===== src/rtl/sram_arbiter.sv =====
`default_nettype none
// -----------------------------------------------------------------------------
// sram_arbiter: instruction/data arbiter for one single-ported SRAM   rev 1.0
// -----------------------------------------------------------------------------
module sram_arbiter #(
   parameter int SRAM_LAT   = 1,
   parameter int STARVE_MAX = 4
) (
   input  logic        clk,
   input  logic        rst,
   input  logic        ireq,
   input  logic [31:0] iaddr,
   output logic [31:0] irdata,
   output logic        iack,
   input  logic        dreq,
   input  logic        dwe,
   input  logic [31:0] daddr,
   input  logic [31:0] dwdata,
   output logic [31:0] drdata,
   output logic        dack,
   output logic        istall,
   output logic        dstall,
   output logic [31:0] sram_a,
   output logic        sram_re,
   output logic        sram_we,
   output logic [31:0] sram_wdata,
   input  logic [31:0] sram_rdata
);

   localparam logic [1:0] IDLE   = 2'd0;
   localparam logic [1:0] ACCESS = 2'd1;
   localparam logic [1:0] WAIT   = 2'd2;
   localparam logic [1:0] DONE   = 2'd3;

   localparam logic [3:0] STARVE_LIM = 4'(STARVE_MAX);
   localparam logic [2:0] WAIT_INIT  = 3'(SRAM_LAT - 1);

   logic [1:0]  state_q, state_d;
   logic        owner_q, owner_d;   // 1 = data port owns the access
   logic        we_q, we_d;
   logic [31:0] addr_q, addr_d;
   logic [31:0] wdata_q, wdata_d;
   logic [31:0] rdata_q, rdata_d;
   logic [2:0]  wait_q, wait_d;
   logic [3:0]  starve_q, starve_d;
   logic        iwin;

   // Data has priority unless the instruction side has been passed over too often.
   assign iwin = ireq & (~dreq | (starve_q == STARVE_LIM));

   always_comb begin
      state_d  = state_q;
      owner_d  = owner_q;
      we_d     = we_q;
      addr_d   = addr_q;
      wdata_d  = wdata_q;
      rdata_d  = rdata_q;
      wait_d   = wait_q;
      starve_d = ireq ? starve_q : 4'd0;
      case (state_q)
         IDLE: begin
            if (ireq | dreq) begin
               state_d = ACCESS;
               owner_d = ~iwin;
               if (iwin) begin
                  we_d     = 1'b0;
                  addr_d   = iaddr;
                  wdata_d  = 32'd0;
                  starve_d = 4'd0;
               end else begin
                  we_d    = dwe;
                  addr_d  = daddr;
                  wdata_d = dwdata;
                  if (ireq && (starve_q != STARVE_LIM))
                     starve_d = starve_q + 4'd1;
               end
            end
         end
         ACCESS: begin
            state_d = we_q ? DONE : WAIT;
            wait_d  = WAIT_INIT;
         end
         WAIT: begin
            if (wait_q == 3'd0) begin
               rdata_d = sram_rdata;
               state_d = DONE;
            end else begin
               wait_d = wait_q - 3'd1;
            end
         end
         DONE:    state_d = IDLE;
         default: state_d = IDLE;
      endcase
   end

   always_ff @(posedge clk) begin
      if (rst) begin
         state_q  <= IDLE;
         owner_q  <= 1'b0;
         we_q     <= 1'b0;
         addr_q   <= 32'd0;
         wdata_q  <= 32'd0;
         rdata_q  <= 32'd0;
         wait_q   <= 3'd0;
         starve_q <= 4'd0;
      end else begin
         state_q  <= state_d;
         owner_q  <= owner_d;
         we_q     <= we_d;
         addr_q   <= addr_d;
         wdata_q  <= wdata_d;
         rdata_q  <= rdata_d;
         wait_q   <= wait_d;
         starve_q <= starve_d;
      end
   end

   assign sram_re    = (state_q == ACCESS) & ~we_q;
   assign sram_we    = (state_q == ACCESS) &  we_q;
   assign sram_a     = (state_q == ACCESS) ? addr_q : 32'd0;
   assign sram_wdata = sram_we ? wdata_q : 32'd0;

   assign iack   = (state_q == DONE) & ~owner_q;
   assign dack   = (state_q == DONE) &  owner_q;
   assign irdata = (iack & ~we_q) ? rdata_q : 32'd0;
   assign drdata = (dack & ~we_q) ? rdata_q : 32'd0;
   assign istall = ireq & ~iack;
   assign dstall = dreq & ~dack;

endmodule
`default_nettype wire


===== config.mk =====
export PLATFORM = sky130hd
export DESIGN_NAME = sram_arbiter
export DESIGN_NICKNAME = d
export VERILOG_FILES = /design/src/rtl/sram_arbiter.sv
export SDC_FILE = /design/constraint.sdc
export NUM_CORES = 1
export LEC_CHECK = 0
export ABC_AREA = 1
export ABC_CLOCK_PERIOD_IN_PS = 1600
export BUFFER_PORTS_ARGS = -buffer_cell sky130_fd_sc_hd__buf_2
export CAP_MARGIN = 20
export CORE_ASPECT_RATIO = 0.5
export CORE_MARGIN = 4
export CORE_UTILIZATION = 42
export DETAILED_ROUTE_END_ITERATION = 6
export PLACE_DENSITY_LB_ADDON = 0.12
export SKIP_CTS_REPAIR_TIMING = 1
export SLEW_MARGIN = 20
export SYNTH_ARGS = -nofsm -noshare
export SYNTH_HDL_FRONTEND = slang
export SYNTH_SLANG_ARGS = --single-unit

===== constraint.sdc =====
create_clock -name clk -period 1.6 [get_ports clk]
set_input_delay 0.16 -clock clk [delete_from_list [all_inputs] [get_ports clk]]
set_output_delay 0.16 -clock clk [all_outputs]
set_load 0.02 [all_outputs]

Word-level counts from Yosys, hierarchy flattened:

Cells that the tools add are included.

* RAM bits: 0
* bits in latches: 0
* memories: 0
* logic and storage cells: 61
* bits in read-only memories: 0
* register bits: 107
* output and inout bits: 134

* $add $sub $neg: 2
* bitwise logic cells: 17
* multipliers: 0
* div/mod/pow operators: 0
* reductions and logical operators: 8
* shifts and indexed selects: 0
* eq/ne operators: 8
* multiplexer cells: 18
* magnitude comparators: 0

Operators by type and width (count)
* $mux W32: 6
* $mux W4: 5
* $and A1 B1 Y1: 9
* $pmux W2 S4: 1
* $reduce_and A2 Y1: 4
* $ne A2 B2 Y1 const B: 3
* $not A1 Y1: 6
* $pmux W3 S2: 1
* $add A4 B1 Y4 const B: 1
* $eq A2 B2 Y1 const B: 2
* $eq A4 B3 Y1 const B: 1
* $mux W2: 2
* $ne A4 B3 Y1 const B: 1
* $logic_not A3 Y1: 1
* $mux W3: 1
* $sub A3 B1 Y3 const B: 1
* $eq A2 B1 Y1 const B: 1
* $logic_not A2 Y1: 1
* $mux W1: 2
* $or A1 B1 Y1: 2
* $reduce_bool A2 Y1: 1
* $logic_and A1 B1 Y1: 1

Logic depth before layout (Yosys ltp):

Gate-level depths: netlist of the first run.

* depth after elaboration: 6
* mapped depth: 11
* depth with buffers taken out: 9

Worst setup path after synthesis of the first run:

No wires, ideal clock.

* path type: flip-flop to output port
* start: register state_q[0]
* end: output port irdata[10]
* data arrival time: 1609 ps
* data required time: 1440 ps
* cell stages (with the launch flop): 7
* path buffers: 1
* setup slack: -169 ps
* cells stage by stage: dfxtp_1 -> ha_1 -> inv_1 -> nor2_1 -> nand2_1 -> clkbuf_1 -> nor2_1

* cells in the longest elaborated chain, start to end: 4

RTL lines
* start: declaration: line 38 `logic [1:0] state_q, state_d;`
* start signal: assignment: line 107 `state_q <= state_d;`
* $eq A2 B2 Y1: line 123 `assign iack = (state_q == DONE) & ~owner_q;`
* $and A1 B1 Y1: line 123
* net iack: line 14 `output logic iack,`
* $and A1 B1 Y1: line 125 `assign irdata = (iack & ~we_q) ? rdata_q : 32'd0;`
* $mux W32: line 125
* end: declaration: line 13 `output logic [31:0] irdata,`

The timed path passes the listed nets, and every way through them passes these cells.

Final worst setup path of the first run:

* start: register state_q[0]
* end: output port drdata[19]

* cells in the longest elaborated chain, start to end: 4

RTL lines
* $eq A2 B2 Y1: line 124 `assign dack = (state_q == DONE) & owner_q;`
* $and A1 B1 Y1: line 124
* $and A1 B1 Y1: line 126 `assign drdata = (dack & ~we_q) ? rdata_q : 32'd0;`
* $mux W32: line 126
* end: declaration: line 19 `output logic [31:0] drdata,`

Every way passes these cells.

==> reports/metrics.cfg, run 1 <==
[cts]
cts_tree=done
htree_levels=3
clk_path_buf_depth=2
clk_pin_slew_ns=0.08
cts_buffers=9
clock_tree.root_cell=clkbuf_16
clock_sinks=107
clk_latency_ns=0.34

[pwr]
total_leakage_power_nw=4.44
power.density_nw_per_um2=1300
report.power.total_mw=11.2
max-vdd-ir-drop_uv=744

[die]
start_util_pct=42.9
coreArea_um2=12700
die_x_um=169
fp.dieArea_um2=14900
fp-row-count=29
die_y_um=88.5
io_pins=267

[route]
dr.pass1.iters=4
vias=6271
totalWireLength_um=18100
drc=0
drtAntennaViolNets=0
vias_per_cell=4.82
first_iter_violations=289
wire_per_inst_um=13.9

[sta]
setup_viol=126
fmax_mhz=561
finalHoldViolCount=0
rsz0062_at_grt=true
hold_slack_ns=0.0721
clock_skew_ns=0.0120
layout_setup_ws_ns=-0.183
fin_tns_setup_ns=-9.27
slew_headroom_pct=73.4
fin_crit_ns=1.78
tightest_slew_ns=0.395
slew_viol_final=0
timing.final.crit_share_pct=111

[logic_synthesis]
avgSynthCellArea_um2=6.28
synth_top_family_by_area=simple AND/OR/NAND/NOR gates
ys_ff_latch=107
synth_flop_cell=dfxtp_1
synth_top_area_share_pct=39.4
synth_edf_count=0
synth_cell_types=23
synth_compound_area_share_pct=10.7
post-synth-top-count-cell=nor2_1
synth_area_leaders=dfxtp_1, nor2_1, inv_1, nand2_1, nand3_1
yosysTopAreaCell=dfxtp_1
ys_seq_area_share_pct=39.4
syn_inst=866
synthXorXnorAreaFrac_pct=0
yosys.area_share.simple_pct=32.4
syn-num-nets=1008
syn-cell-area_um2=5440
synthMuxAreaShare_pct=0
async_reset_ff_share_pct=0
yosysWarnings=0
synthAdderAreaFrac_pct=2.07
netlist_top_cells_count=nor2_1, inv_1, nand2_1, dfxtp_1, nand3_1

[global_route]
grt_pass1_vias=5185
antenna_found_initial=0
grt_pass1_wl_um=24100
grt-ovfl-total=0
grtUsageTotal_pct=19.4
grt_start_max_net_pins=74

[placed_design]
port_buffers=266
postPlaceCellArea_um2=6990
dp_cells=1266
dp_hpwl_um=11300
gp_congestion=0.800
pre_cts_ws_ns=0.0539

[worst_setup_path]
cp-start-kind=flip-flop
rrSetupSlack_ns=0.08
crit_fanout=32
reg2reg_depth=7
crit_arrival_ns=1.62
r2r_end=wait_q[1]
endpoint_kind=output pin
worstSetupPathType=reg2out
r2r-start=wait_q[1]
cp_data_required_time_ns=1.44

[min_path]
hold_class=in2reg
min_path_cells=3
hold_end=wdata_q[10]
min_from=dwdata[10]

[finish]
antenna_cells=0
fin_area_um2=8640
syn_to_final_growth_pct=58.9
drive_above_1_share_pct=39.6
final_util_pct=68.2
final_nets=1267
fin_cells=1300

[run]
max_cap_violations=0

[run_status]
failed_checks=setup timing
status=complete, but fails checks

-- state kept, by name, summed over array words and instances, names as in the netlist --
| signal | flops |
|---|---|
| wait_q | 3 |
| wdata_q | 32 |
| we_q | 1 |
| starve_q | 4 |
| addr_q | 32 |
| owner_q | 1 |
| state_q | 2 |
| rdata_q | 32 |
-- cells in the final DEF, fill, tap and decap left out, drive strengths merged --
master and n:
clkinvlp 1, o21ai 39, a211oi 1, nand2 150, nor3 1, clkinv 3, nand4 1, nand3b 1
nand3 101, or2 1, dfxtp 107, a2bb2oi 2, buf 297, clkbuf 18, a21oi 70, nor2 176
inv 152, ha 9
-- metal layers --
metal | GRT usage (%) | part of all wire, %
met1 | 24.5 | 42
met2 | 34.3 | 49
met3 | 5.13 | 7.5
met4 | 3.53 | 1.4
met5 | 0 | 0
-- where the power goes --
| part | switching (mW) | total, mW | internal [mW] |
|---|---|---|---|
| combinational | 3.02 | 5.16 | 2.14 |
| clock | 1.08 | 2.18 | 1.10 |
| sequential | 0.452 | 3.87 | 3.42 |
-- logic make-up after synthesis --
kind of cell,after synthesis
buf+inv,207
compound gates,112
flops,107
fa+ha+maj,9
simple gates,431
-- cell type report --
class / instances / area [um2]
inverters: 149 / 564
well taps: 170 / 213
multi-input cells: 552 / 2910
clock inverters: 7 / 70.1
clock buffers: 9 / 225
repair buffers: 306 / 2510
flip-flops and latches: 107 / 2150
fillers: 1051 / 4030
-- worst max path at each step --
| stage | startpoint | to | slack (ns) | cells after the start |
|---|---|---|---|---|
| floorplan | state_q[0] | irdata[10] | -0.03 | 6 |
| global placement | state_q[1] | sram_wdata[21] | 0.08 | 6 |
| detailed placement | state_q[1] | state_q[0] | 0.05 | 7 |
| global route | state_q[0] | drdata[19] | -0.27 | 7 |
| finish | state_q[0] | drdata[19] | -0.18 | 7 |
| CTS | state_q[1] | sram_wdata[21] | -0.31 | 6 |
-- worst max-delay path, cell delays in order, from the launching register on --
cell and delay, ns:
dfxtp_4 0.40, ha_4 0.14, nand2_1 0.07, inv_2 0.08, nand2_1 0.08, buf_12 0.17
nor2_1 0.15, buf_4 0.18
No activity file was read; power rests on OpenSTA's default activity.
==> inputs of run 2 (changes only) <==
- ABC_AREA: 1 -> default
==> reports/metrics.cfg, run 2 <==
[run_status]
status=complete, but fails checks  ; unchanged
failed_checks=setup timing  ; unchanged

[placed_design]
dp_cells=1095  ; was 1266
port_buffers=266  ; unchanged
dp_hpwl_um=11900  ; was 11300 um
gp_congestion=0.850  ; was 0.800
pre_cts_ws_ns=0.0225  ; was 0.0539 ns

[pwr]
clockPowerShare_pct=22.2  ; was 19.5%
total_leakage_power_nw=3.77  ; was 4.44 nW
max-vdd-ir-drop_uv=851  ; was 744 uV
power.density_nw_per_um2=1290  ; was 1300 nW/um2
switching_share_pct=38.2  ; was 40.6%
power.share.sequential_pct=36.0  ; was 34.5%
power_frac_comb_pct=41.8  ; was 46.0%
report.power.total_mw=10.3  ; was 11.2 mW
p_int_mw=6.37  ; was 6.66 mW
switching_power_mw=3.93  ; was 4.56 mW

[global_route]
grt_busiest_layer=met2  ; unchanged
antenna_found_initial=0  ; unchanged
gr-usage-met1_pct=28.1  ; was 24.5%
grt_use_met3_pct=6.25  ; was 5.13%
grt_pass1_wl_um=26800  ; was 24100 um
grt_start_max_net_pins=46  ; was 74
grt_pass1_vias=5390  ; was 5185
grtUsageMet2_pct=36.2  ; was 34.3%
grt-ovfl-total=0  ; unchanged
grtUsageTotal_pct=21.7  ; was 19.4%

[worst_setup_path]
worstPathCellList=ha_4 > nor3b_4 > buf_6 > clkbuf_16 > and2_4 > buf_6  ; was ha_4 > nand2_1 > inv_2 > nand2_1 > buf_12 > nor2_1 > buf_4
cp-start-kind=flip-flop  ; unchanged
cp_slowest_cell=dfxtp_4  ; unchanged
crit_top_cell=buf_6  ; was nand2_1
rrSetupSlack_ns=0  ; was 0.08 ns
endpoint_kind=output pin  ; unchanged
path_buf_inv=3  ; unchanged
r2r-start=state_q[1]  ; was wait_q[1]
cpPeakStageDelay_ns=0.37  ; was 0.40 ns
cp_data_required_time_ns=1.44  ; about the same
worstSetupPathType=reg2out  ; unchanged
crit_arrival_ns=1.62  ; about the same
startpoint=state_q[1]  ; was state_q[0]
crit_family=buffers and inverters  ; unchanged
crit_fanout=8  ; was 32

[sta]
finalHoldViolCount=0  ; unchanged
setup_viol=131  ; was 126
clock_skew_ns=0.0105  ; was 0.0120 ns
slew_viol_final=0  ; unchanged
layout_setup_ws_ns=-0.181  ; was -0.183 ns
timing.final.crit_share_pct=111  ; about the same
fmax_mhz=561  ; about the same
rsz0062_at_grt=true  ; unchanged
slew_headroom_pct=71.0  ; was 73.4%
tightest_slew_ns=0.434  ; was 0.395 ns
fin_crit_ns=1.78  ; about the same

[logic_synthesis]
synth_top_area_share_pct=39.0  ; was 39.4%
synth_edf_count=0  ; unchanged
synth_area_leaders=dfxtp_1, and2_1, nand2_1, a21oi_1, and4b_1  ; was dfxtp_1, nor2_1, inv_1, nand2_1, nand3_1
syn-cell-area_um2=5490  ; was 5440 um2
yosysTopAreaCell=dfxtp_1  ; unchanged
avgSynthCellArea_um2=7.80  ; was 6.28 um2
syn_inst=703  ; was 866
ys_seq_area_share_pct=39.0  ; was 39.4%
post-synth-top-count-cell=dfxtp_1  ; was nor2_1
syn-num-nets=845  ; was 1008
async_reset_ff_share_pct=0  ; unchanged
netlist_top_cells_count=dfxtp_1, nand2_1, and2_1, a21oi_1, clkbuf_1  ; was nor2_1, inv_1, nand2_1, dfxtp_1, nand3_1
ys_ff_latch=107  ; unchanged
synth_flop_cell=dfxtp_1  ; unchanged
synth_cell_types=32  ; was 23
yosysWarnings=0  ; unchanged

[cts]
clock_sinks=107  ; unchanged
clock_tree.root_cell=clkbuf_16  ; unchanged
cts_buffers=9  ; unchanged
htree_levels=3  ; unchanged
clk_latency_ns=0.35  ; was 0.34 ns
clk_pin_slew_ns=0.07  ; was 0.08 ns
cts_tree=done  ; unchanged
clk_path_buf_depth=2  ; unchanged

[finish]
fin_cells=1116  ; was 1300
final_nets=1083  ; was 1267
antenna_cells=0  ; unchanged
final_util_pct=62.5  ; was 68.2%
drive_above_1_share_pct=37.9  ; was 39.6%
reg_top3=addr_q (32), rdata_q (32), wdata_q (32)  ; unchanged
final_common_cell=buf_2  ; unchanged
syn_to_final_growth_pct=45.1  ; was 58.9%
layout_common_cells=buf_2, dfxtp_1, nand2_1  ; was buf_2, nor2_1, nand2_1

[die]
die_x_um=170  ; was 169 um
fp.dieArea_um2=15100  ; was 14900 um2
io_pins=267  ; unchanged
fp-row-count=29  ; unchanged
start_util_pct=43.1  ; was 42.9%
coreArea_um2=12700  ; about the same
die_y_um=88.8  ; was 88.5 um

[run]
max_cap_violations=0  ; unchanged

[min_path]
min_from=sram_rdata[21]  ; was dwdata[10]
hold_class=in2reg  ; unchanged

[route]
wire_per_inst_um=16.2  ; was 13.9 um
dr.pass1.iters=6  ; was 4
totalWireLength_um=18100  ; about the same
drtAntennaViolNets=0  ; unchanged
vias_per_cell=5.31  ; was 4.82
vias=5928  ; was 6271
drc=0  ; unchanged
first_iter_violations=351  ; was 289

## run 2: area by class of cell
class | instances | area [um2]
tap | 170 | 213
clock buffer | 12 | 256
multi-input combinational | 513 | 3170
clock inverter | 4 | 48.8
timing repair buffer | 302 | 2090
inverter | 8 | 30.0
fill | 1170 | 4780
sequential | 107 | 2150
## run 2: through the flow
step                      area [um2]  hold slack, ns  setup TNS (ns)
after floorplan                 5490           0.296               0
after global placement          7200           0.401               0
after detailed placement        7200           0.407               0
after CTS                       7510          0.0352          -26.22
after global routing            7960          0.0424          -25.36
final                           7960          0.0470          -16.13
## run 2: cells by family (layout without fill, tap and decap cells)
group / after synthesis / after routing / synth area share (%)
flip-flops: 107 / 107 / 39.0
AND/OR/NAND/NOR: 388 / 388 / 40.5
adder cells (fa/ha/maj): 9 / 9 / 2.05
AO/OA/AOI/OAI: 116 / 116 / 12.5
buffers and inverters: 83 / 326 / 5.88
## run 2: power groups by stage
stage / registers [mW] / logic (mW) / clock network [mW]
after detailed placement: 3.72 / 4.03 / 0
after CTS: 3.66 / 4.05 / 2.35
after global routing: 3.79 / 4.75 / 2.45
after floorplan: 3.61 / 2.58 / 0
after global placement: 3.69 / 3.98 / 0
final: 3.70 / 4.30 / 2.29
## run 2: worst min-delay path, cell delays in order
cell	delay, ns
buf_2	0.09
nand2_1	0.04
a21oi_1	0.05
## run 2: final timing paths
kind                 end  cells past startpoint
min          rdata_q[21]                      3
max reg2reg   addr_q[29]                      6
max            irdata[5]                      6
min reg2reg   wdata_q[1]                      2
## run 2: metal layers
metal / up-vias / wire length, um
met5: - / 0
met4: 0 / 165
li1: 2932 / -
met2: 196 / 8800
met3: 17 / 1340
met1: 2783 / 7780
